## config.mk

```make
export PLATFORM = sky130hd
export DESIGN_NAME = miriscv_mdu_seq
export DESIGN_NICKNAME = d
export VERILOG_FILES = /design/src/rtl/miriscv_mdu_seq.sv
export SDC_FILE = /design/constraint.sdc
export NUM_CORES = 1
export LEC_CHECK = 0
export BUFFER_PORTS_ARGS = -buffer_cell sky130_fd_sc_hd__buf_2
export CORE_ASPECT_RATIO = 2
export CORE_MARGIN = 1.5
export CORE_UTILIZATION = 63
export CTS_CLUSTER_DIAMETER = 100
export DETAILED_ROUTE_END_ITERATION = 12
export GPL_TIMING_DRIVEN = 1
export PLACE_DENSITY = 0.83
export SLEW_MARGIN = 20
export SYNTH_ARGS = -nofsm -noshare
export SYNTH_HDL_FRONTEND = slang
export SYNTH_SLANG_ARGS = --single-unit
export TNS_END_PERCENT = 30
```

## constraint.sdc

```tcl
create_clock -name clk_i -period 5.7 [get_ports clk_i]
set_clock_uncertainty 0.05 [all_clocks]
set_input_delay 1.14 -clock clk_i [delete_from_list [all_inputs] [get_ports clk_i]]
set_output_delay 1.14 -clock clk_i [all_outputs]
set_load 0.05 [all_outputs]
```

## src/rtl/miriscv_mdu_seq.sv

```systemverilog
//------------------------------------------------------------------------------
// +--------------------------------------------------------------------------+
// | Module   : miriscv_mdu_seq                                               |
// | Purpose  : Multi-cycle sequencer for the RV32M multiply/divide unit.     |
// |            Runs a 32-step shift-add multiply or restoring divide on      |
// |            operand magnitudes, then applies sign correction when the     |
// |            result is read. Divide-by-zero and signed overflow finish     |
// |            without iterating.                                            |
// | Ports    : clk_i, arstn_i (async, active-low)                            |
// |            mdu_req_i, mdu_port_a_i, mdu_port_b_i, mdu_op_i (funct3)      |
// |            mdu_kill_i (abort), mdu_keep_i (hold finished result)         |
// |            mdu_result_o, mdu_stall_req_o                                 |
// | Options  : MIRISCV_MDU_FAST_MUL_EN - single-cycle combinational multiply |
// | Revision : 1.0 - initial release                                         |
// +--------------------------------------------------------------------------+
//------------------------------------------------------------------------------
`default_nettype none

module miriscv_mdu_seq #(
  parameter int XLEN     = 32,
  parameter int MDU_OP_W = 3
) (
  input  logic                clk_i,
  input  logic                arstn_i,
  input  logic                mdu_req_i,
  input  logic [XLEN-1:0]     mdu_port_a_i,
  input  logic [XLEN-1:0]     mdu_port_b_i,
  input  logic [MDU_OP_W-1:0] mdu_op_i,
  input  logic                mdu_kill_i,
  input  logic                mdu_keep_i,
  output logic [XLEN-1:0]     mdu_result_o,
  output logic                mdu_stall_req_o
);

  localparam logic [MDU_OP_W-1:0] c_op_mul    = MDU_OP_W'(0);
  localparam logic [MDU_OP_W-1:0] c_op_mulh   = MDU_OP_W'(1);
  localparam logic [MDU_OP_W-1:0] c_op_mulhsu = MDU_OP_W'(2);
  localparam logic [MDU_OP_W-1:0] c_op_div    = MDU_OP_W'(4);
  localparam logic [MDU_OP_W-1:0] c_op_divu   = MDU_OP_W'(5);
  localparam logic [XLEN-1:0]     c_int_min   = {1'b1, {(XLEN-1){1'b0}}};

  typedef enum logic [1:0] {
    ST_IDLE = 2'd0,
    ST_BUSY = 2'd1,
    ST_DONE = 2'd2
  } state_t;

  state_t                r_state;
  logic [4:0]            r_cnt;
  logic [MDU_OP_W-1:0]   r_op;
  logic [XLEN-1:0]       r_opnd;    // multiplicand or divisor magnitude
  logic [2*XLEN-1:0]     r_acc;     // {hi, lo}: product, or {remainder, quotient}
  logic                  r_neg_q;   // negate product / quotient on readout
  logic                  r_neg_r;   // negate remainder on readout

  // Operand decode: signedness depends on op class
  logic              w_is_mul, w_a_signed, w_b_signed, w_a_neg, w_b_neg;
  logic [XLEN-1:0]   w_a_mag, w_b_mag;
  logic              w_div_zero, w_div_ovf, w_fast, w_start;

  assign w_is_mul   = ~mdu_op_i[2];
  assign w_a_signed = w_is_mul ? (mdu_op_i == c_op_mulh || mdu_op_i == c_op_mulhsu)
                               : ~mdu_op_i[0];
  assign w_b_signed = w_is_mul ? (mdu_op_i == c_op_mulh) : ~mdu_op_i[0];
  assign w_a_neg    = w_a_signed & mdu_port_a_i[XLEN-1];
  assign w_b_neg    = w_b_signed & mdu_port_b_i[XLEN-1];
  assign w_a_mag    = w_a_neg ? (~mdu_port_a_i + 1'b1) : mdu_port_a_i;
  assign w_b_mag    = w_b_neg ? (~mdu_port_b_i + 1'b1) : mdu_port_b_i;
  assign w_div_zero = ~w_is_mul & (mdu_port_b_i == '0);
  assign w_div_ovf  = ~w_is_mul & w_a_signed & (mdu_port_a_i == c_int_min) &
                      (mdu_port_b_i == '1);

`ifdef MIRISCV_MDU_FAST_MUL_EN
  logic signed [XLEN:0]     w_fast_a, w_fast_b;
  logic signed [2*XLEN+1:0] w_fast_prod;
  assign w_fast_a    = {w_a_signed & mdu_port_a_i[XLEN-1], mdu_port_a_i};
  assign w_fast_b    = {w_b_signed & mdu_port_b_i[XLEN-1], mdu_port_b_i};
  assign w_fast_prod = w_fast_a * w_fast_b;
  assign w_fast      = w_is_mul;
`else
  assign w_fast      = 1'b0;
`endif

  assign w_start = (r_state == ST_IDLE) & mdu_req_i & ~mdu_kill_i & ~w_fast;

  // One iteration step for each op class
  logic [XLEN:0]     w_mul_sum, w_rem_sh, w_rem_diff;
  logic              w_rem_ge;
  logic [2*XLEN-1:0] w_mul_next, w_div_next;

  assign w_mul_sum  = {1'b0, r_acc[2*XLEN-1:XLEN]} + (r_acc[0] ? {1'b0, r_opnd} : '0);
  assign w_mul_next = {w_mul_sum, r_acc[XLEN-1:1]};
  assign w_rem_sh   = {r_acc[2*XLEN-1:XLEN], r_acc[XLEN-1]};
  assign w_rem_ge   = (w_rem_sh >= {1'b0, r_opnd});
  assign w_rem_diff = w_rem_sh - {1'b0, r_opnd};
  assign w_div_next = {(w_rem_ge ? w_rem_diff[XLEN-1:0] : w_rem_sh[XLEN-1:0]),
                       r_acc[XLEN-2:0], w_rem_ge};

  always_ff @(posedge clk_i or negedge arstn_i) begin
    if (!arstn_i) begin
      r_state <= ST_IDLE;
      r_cnt   <= '0;
      r_op    <= '0;
      r_opnd  <= '0;
      r_acc   <= '0;
      r_neg_q <= 1'b0;
      r_neg_r <= 1'b0;
    end else if (mdu_kill_i) begin
      r_state <= ST_IDLE;
    end else begin
      case (r_state)
        ST_IDLE: begin
          if (w_start) begin
            r_op    <= mdu_op_i;
            r_neg_q <= w_a_neg ^ w_b_neg;
            r_neg_r <= w_a_neg;
            if (w_div_zero) begin
              // Raw results stored directly, no sign fix-up on readout
              r_acc   <= {mdu_port_a_i, {XLEN{1'b1}}};
              r_neg_q <= 1'b0;
              r_neg_r <= 1'b0;
              r_state <= ST_DONE;
            end else if (w_div_ovf) begin
              r_acc   <= {{XLEN{1'b0}}, c_int_min};
              r_neg_q <= 1'b0;
              r_neg_r <= 1'b0;
              r_state <= ST_DONE;
            end else begin
              // Multiply: multiplier shifts out of lo; divide: dividend shifts out of lo
              r_opnd  <= w_is_mul ? w_a_mag : w_b_mag;
              r_acc   <= {{XLEN{1'b0}}, (w_is_mul ? w_b_mag : w_a_mag)};
              r_cnt   <= 5'd31;
              r_state <= ST_BUSY;
            end
          end
        end
        ST_BUSY: begin
          r_acc <= r_op[2] ? w_div_next : w_mul_next;
          r_cnt <= r_cnt - 5'd1;
          if (r_cnt == 5'd0) r_state <= ST_DONE;
        end
        ST_DONE: begin
          if (!mdu_keep_i) r_state <= ST_IDLE;
        end
        default: r_state <= ST_IDLE;
      endcase
    end
  end

  // Sign correction on readout
  logic [2*XLEN-1:0] w_prod;
  logic [XLEN-1:0]   w_quo, w_rem;
  assign w_prod = r_neg_q ? (~r_acc + 1'b1) : r_acc;
  assign w_quo  = r_neg_q ? (~r_acc[XLEN-1:0] + 1'b1) : r_acc[XLEN-1:0];
  assign w_rem  = r_neg_r ? (~r_acc[2*XLEN-1:XLEN] + 1'b1) : r_acc[2*XLEN-1:XLEN];

  always_comb begin
    mdu_result_o    = '0;
    mdu_stall_req_o = arstn_i & ~mdu_kill_i &
                      ((r_state == ST_BUSY) | w_start);
    if (arstn_i && !mdu_kill_i) begin
      if (r_state == ST_DONE) begin
        if (!r_op[2])
          mdu_result_o = (r_op == c_op_mul) ? w_prod[XLEN-1:0] : w_prod[2*XLEN-1:XLEN];
        else
          mdu_result_o = (r_op == c_op_div || r_op == c_op_divu) ? w_quo : w_rem;
      end
`ifdef MIRISCV_MDU_FAST_MUL_EN
      else if (r_state == ST_IDLE && mdu_req_i && w_is_mul) begin
        mdu_result_o = (mdu_op_i == c_op_mul) ? w_fast_prod[XLEN-1:0]
                                              : w_fast_prod[2*XLEN-1:XLEN];
      end
`endif
    end
  end

endmodule

`default_nettype wire

```

==> reports/qor.yml, run 1 <==
critical_path.reg2reg.startpoint: "r_acc[37]"
slowest_stage: "or4_1"
cts_inserted_buffers: 9
globalRouteTotalUtil: 0.488
synth_common_cells: "nand2_1, a21oi_1, o21ai_0, nor2_1, dfrtp_1"
final-hold-violation-count: 0
stdcell_count: 2195
drc_errors: 0
synth_top_cell_area_share: 0.199
detail_route.wl_per_cell_um: 24.8
max-clock-path-buffers: 2
fp.coreArea_mm2: 0.0211
period_minus_slack_ns: 5.53
max_clock_freq_mhz: 181
antenna-diode-count: 0
number_of_post_cts_setup_repair_buffers: 0
seq_area_frac_synth: 0.199
critical_path.cell_chain: "or4_1, nor4_1, nor2b_1, nand4_1, or2_1, o41ai_1, xor2_1, a221oi_1, buf_2"
clock_insertion_delay_worst_skew_ns: 0.39
cp_max_fo: 9
hold_path.startpoint: "r_opnd[10]"
outcome: "finished, final reports clean"
die_height_um: 211
first_global_vias: 14634
ys_async_sr_fraction: 1.00
clkPwrFrac: 0.121
areaGrowthSynthToFinish_pct: 7.96
drt_wl_total_mm: 54.4
setup_viol: 0
pin_count_of_the_biggest_net_entering_global_routing: 104
fp.dieW_um: 107
worst_slew_margin_rel: 0.230
port-buffer-count: 104
cts_root_buffer: "clkbuf_16"
synth-edff-count: 0
vias_per_cell: 6.95
share_comb_of_total_power: 0.647
worst_ep_arrival_time_ns: 4.34
global_route.overflow_total: 0
yosysWarnings: 0
nets: 2066
ctsHoldBuffers: 0
slew_viol_final: 0
max_stage_delay_ns: 0.59
placedCellCount: 2178
global_route_wire_length_before_repair_mm: 82.7
total_leakage_power_uw: 0.00636
crit_required_ns: 4.51
yosysUniqueCellTypes: 76
clock_sink_count: 108
setup_cp_type: "register to output port"
setup-tns-final_ns: 0
synth_fp_nets: 2028
first_iter_violations: 1603
cts_tree: "done"
intPower_uw: 2700
initial_standard_cell_utilization_of_the_core: 0.645
placement_rows: 75
die_area_mm2: 0.0226
vias: 15260
initial_antenna_violation_count: 0
io_pins: 105
yosys_register_bits: 108
clk_transition_reported_paths_ns: 0.10
power-per-cell-area_mw_per_mm2: 385
drt_first_pass_iters: 5
postSynthAreaPerCell_um2: 7.23
vdd_ir_drop_max_mv: 0.355
most_frequent_cell_after_synthesis: "nand2_1"
synth_top_cell_by_area: "dfrtp_1"
switchingPower_uw: 2960
cts_resized: 0
rsz0062_at_grt: "false"
worst_slew_pin_tran_ns: 1.14
cp_top_family: "simple AND/OR/NAND/NOR gates"
detailed_place_hpwl_mm: 41.8
worst_setup_path_startpoint: "r_acc[6]"
final_layout_size_suffix_gt1_frac: 0.110
post_synth_inst_count: 1883
synthTopCellsByArea: "dfrtp_1, a21oi_1, xnor2_1, o21ai_0, ha_1"
swShare: 0.523
most_used_flip_flop_cell_after_synthesis: "dfrtp_1"
mappedNetlistArea_mm2: 0.0136
timing.max_cap.violations: 0
sequential_group_share_of_total_power: 0.233
layout_worst_path_cycle_share: 0.970
worstSetupEndpointType: "output port"
startpoint_type: "register"
worstHoldPathType: "register to register"
postRouteAntennaNets: 0
critPathBufInv: 1
h-tree-depth: 3
gp_congestion: 1.07
finalCoreUtilization: 0.696
metrics by stage:
stage	power [uW]	setup WS, ns	area (um2)	hold WS (ns)
after floorplan	3800	0.411	13600	0.400
after global placement	4740	0.844	14400	0.414
after detailed placement	4800	0.733	14400	0.421
after CTS	5500	0.298	14700	0.439
after global routing	5980	0.0542	14700	0.466
final	5660	0.173	14700	0.437
area by class of cell:
class | count | area (um2)
timing repair buffer | 144 | 840
inverter | 64 | 240
tap | 269 | 337
clock buffer | 9 | 225
multi-input combinational | 1594 | 10300
sequential | 108 | 2710
fill | 1914 | 6420
clock inverter | 7 | 85.1
tightest hold or removal path, cell delays in order (launching register included):
cell     delay [ns]
dfrtp_1        0.35
nand2_1        0.05
o21ai_0        0.06
state kept, by name, indices dropped and copies added (netlist names):
name / count
r_neg_q: 1
r_state: 2
r_opnd: 32
r_cnt: 5
r_op: 3
r_neg_r: 1
r_acc: 64
power groups by stage:
stage	logic, uW	registers, uW	clock network [uW]
after floorplan	2690	1110	0
after global placement	3460	1290	0
after detailed placement	3500	1300	0
after CTS	3530	1280	683
after global routing	3940	1330	711
final	3660	1320	682
per-layer routing:
layer,wire length (um),up-vias,GRT usage
li1,-,6914,-
met1,18100,7065,0.522
met2,24600,941,0.772
met3,4630,340,0.0966
met4,7050,0,0.500
met5,0,-,0
logic make-up (layout without fill, tap and decap cells):
group                    Yosys count  in the layout  synth area share
AND/OR/NAND/NOR                  633            633             0.221
AO/OA/AOI/OAI                    621            621             0.281
XOR/XNOR                         196            196             0.126
buffers and inverters            181            224            0.0507
flip-flops                       108            108             0.199
adder cells (fa/ha/maj)           73             73            0.0682
multiplexers                      71             71            0.0539
placed cells by master (no fill, tap or decap), types with 6 or more instances in the layout:
cell type,count
buf_4,39
or2_2,6
xor2_1,91
or4_1,17
ha_1,71
nand2_1,224
nand4_1,24
o31ai_1,21
buf_2,102
o211ai_1,14
a211oi_1,14
xnor2_1,105
o21a_1,16
nor2b_1,11
dfrtp_1,106
nor3b_1,6
and3_1,19
nor3_1,28
mux2_2,19
o21bai_1,8
nand3_1,22
nand2b_1,21
nor2_1,178
o21ai_0,181
clkbuf_16,9
o221ai_1,6
o311ai_0,13
o21ai_1,11
a31oi_1,23
a21oi_1,188
a221oi_1,37
nor4_1,16
or3_1,23
inv_1,64
a21o_1,30
mux2i_1,52
o22ai_1,7
o41ai_1,12
worst paths after layout:
path,to,slack (ns),depth (start not counted)
setup reg to reg,r_acc[56],1.37,11
max in group asynchronous,r_neg_q,3.63,3
hold / removal,r_opnd[10],0.44,2
hold reg to reg,r_opnd[10],0.44,2
min in group asynchronous,r_opnd[11],0.83,2
setup / recovery,mdu_result_o[17],0.17,9
Power figures use the tool's default switching activity.
==> run 2, diff against run 1 <==
- CORE_ASPECT_RATIO: 2 -> 1.25
==> reports/qor.yml, run 2 (synthesized netlist as in run 1, its figures left out) <==
outcome: "finished, final reports clean"
detailed_place_hpwl_mm: 39.2  # -6.2%
final_layout_size_suffix_gt1_frac: 0.108  # -0.00185
detail_route.wl_per_cell_um: 23.0  # -7.3%
worstSetupEndpointType: "output port"
setup_viol: 0  # unchanged
globalRouteTotalUtil: 0.449  # -0.0395
drt_first_pass_iters: 6  # +1
final-hold-violation-count: 0  # unchanged
worst_slew_pin_tran_ns: 1.18  # +0.0343 ns
gp_congestion: 1.02  # -4.1%
setup_cp_type: "register to output port"
fp.dieW_um: 134  # +26%
die_area_mm2: 0.0225  # -0.21%
antenna-diode-count: 0  # unchanged
worst_ep_arrival_time_ns: 4.12  # -0.22 ns
stdcell_count: 2196  # +0.046%
cts_inserted_buffers: 9  # unchanged
number_of_post_cts_setup_repair_buffers: 0  # unchanged
cts_tree: "done"
h-tree-depth: 3  # unchanged
layout_worst_path_cycle_share: 0.932  # -0.0379
number_of_flip_flops_under_the_largest_register_name: 64  # unchanged
clock_insertion_delay_worst_skew_ns: 0.38  # about the same
drc_errors: 0  # unchanged
critical_path.cell_chain: "or4_1, or2_2, nor4_2, buf_4, nand4b_1, nand2b_1, or2_2, o21ai_0, xor2_1, a221oi_1, buf_2"
intPower_uw: 2770  # +2.4%
final_cell_mix: "nand2_1, a21oi_1, o21ai_0, nor2_1, dfrtp_1"
fp.coreArea_mm2: 0.0210  # -0.36%
layout_commonest_cell: "nand2_1"
sequential_group_share_of_total_power: 0.231  # -0.002
global_route.overflow_total: 0  # unchanged
setup.reg_to_reg.worst_slack_ns: 1.52  # +0.15 ns
drt_wl_total_mm: 50.4  # -7.3%
setup-tns-final_ns: 0  # unchanged
clock_sink_count: 108  # unchanged
initial_standard_cell_utilization_of_the_core: 0.647  # +0.00230
power-per-cell-area_mw_per_mm2: 384  # -0.16%
timing.max_cap.violations: 0  # unchanged
multiInputGateArea_mm2: 0.0103  # about the same
rsz0062_at_grt: "false"
share_comb_of_total_power: 0.636  # -0.011
vias: 15116  # -0.94%
clkPwrFrac: 0.133  # +0.012
pin_count_of_the_biggest_net_entering_global_routing: 72  # -31%
slowest_stage: "or4_1"
max_clock_freq_mhz: 188  # +4.1%
switchingPower_uw: 2880  # -2.5%
cts_root_buffer: "clkbuf_16"
areaGrowthSynthToFinish_pct: 7.97  # about the same
postRouteAntennaNets: 0  # unchanged
nets: 2062  # -0.19%
critPathMostFrequentCell: "or2_2"
first_iter_violations: 2042  # +27%
fillers: 1816  # -5.1%
largest-register: "r_acc"
placedCellCount: 2180  # +0.092%
vdd_ir_drop_max_mv: 0.220  # -38%
cp_max_fo: 14  # +5
first_global_vias: 13867  # -5.2%
swShare: 0.511  # -0.0121
cts_resized: 0  # unchanged
max_stage_delay_ns: 0.55  # -0.04 ns
reg.largest.list: "r_acc x64, r_opnd x32, r_cnt x5"
slew_viol_final: 0  # unchanged
total_leakage_power_uw: 0.00635  # -0.11%
worst_slew_margin_rel: 0.215  # -0.0148
crit_required_ns: 4.51  # about the same
port-buffer-count: 104  # unchanged
startpoint_type: "register"
ctsHoldBuffers: 0  # unchanged
global_route_wire_length_before_repair_mm: 78.4  # -5.3%
worstHoldPathType: "register to register"
clk_transition_reported_paths_ns: 0.08  # -0.02 ns
io_pins: 105  # unchanged
initial_antenna_violation_count: 0  # unchanged
final-seq-area_mm2: 0.00271  # unchanged
die_height_um: 167  # -21%
period_minus_slack_ns: 5.31  # -0.216 ns
vias_per_cell: 6.88  # -0.99%
placement_rows: 59  # -21%
max-clock-path-buffers: 2  # unchanged
run 2: cell type report:
| class | instances | share of cell area |
|---|---|---|
| Inverter | 64 | 0.0163 |
| Clock inverter | 7 | 0.00809 |
| Timing Repair Buffer | 140 | 0.0541 |
| Tap cell | 274 | 0.0233 |
| Sequential cell | 108 | 0.184 |
| Multi-Input combinational cell | 1594 | 0.699 |
| Clock buffer | 9 | 0.0153 |
run 2: metal layers:
metal  wire length (um)  global-route usage
met5                  0                   0
met4               2460               0.208
met3               5830               0.104
met2              21800               0.674
met1              20400               0.610
run 2: per-stage QoR:
| stage | setup slack, ns | cell area [um2] | hold WS (ns) | util | total power (uW) |
|---|---|---|---|---|---|
| 4_1_cts | 0.435 | 14700 | 0.440 | 0.699 | 5510 |
| 5_1_grt | 0.229 | 14700 | 0.464 | 0.699 | 6000 |
| 3_3_place_gp | 0.926 | 14400 | 0.412 | 0.682 | 4690 |
| 3_5_place_dp | 0.832 | 14400 | 0.422 | 0.682 | 4750 |
| 2_1_floorplan | 0.411 | 13600 | 0.400 | - | 3800 |
| 6_report | 0.388 | 14700 | 0.439 | 0.699 | 5650 |
run 2: power groups by stage:
stage	Combinational [uW]	Clock (uW)	Sequential, uW
after global placement	3410	0	1280
after floorplan	2690	0	1110
final	3600	750	1300
after CTS	3480	747	1280
after detailed placement	3450	0	1290
after global routing	3900	775	1320
run 2: path summary, 6_finish.rpt:
path / cells past startpoint / start / end
max: 11 / r_acc[5] / mdu_result_o[20]
min: 2 / r_opnd[18] / r_opnd[18]
max reg2reg: 13 / r_acc[0] / r_acc[62]
min reg2reg: 2 / r_opnd[18] / r_opnd[18]
max in group asynchronous: 3 / arstn_i / r_op[2]
min in group asynchronous: 2 / arstn_i / r_acc[2]
run 2: critical path: cells and delay by family, from the launching register on:
family	cells	cell delay (ns)
buffers and inverters	2	0.49
XOR/XNOR	1	0.11
AO/OA/AOI/OAI	2	0.53
AND/OR/NAND/NOR	6	2.16
flip-flops	1	0.45
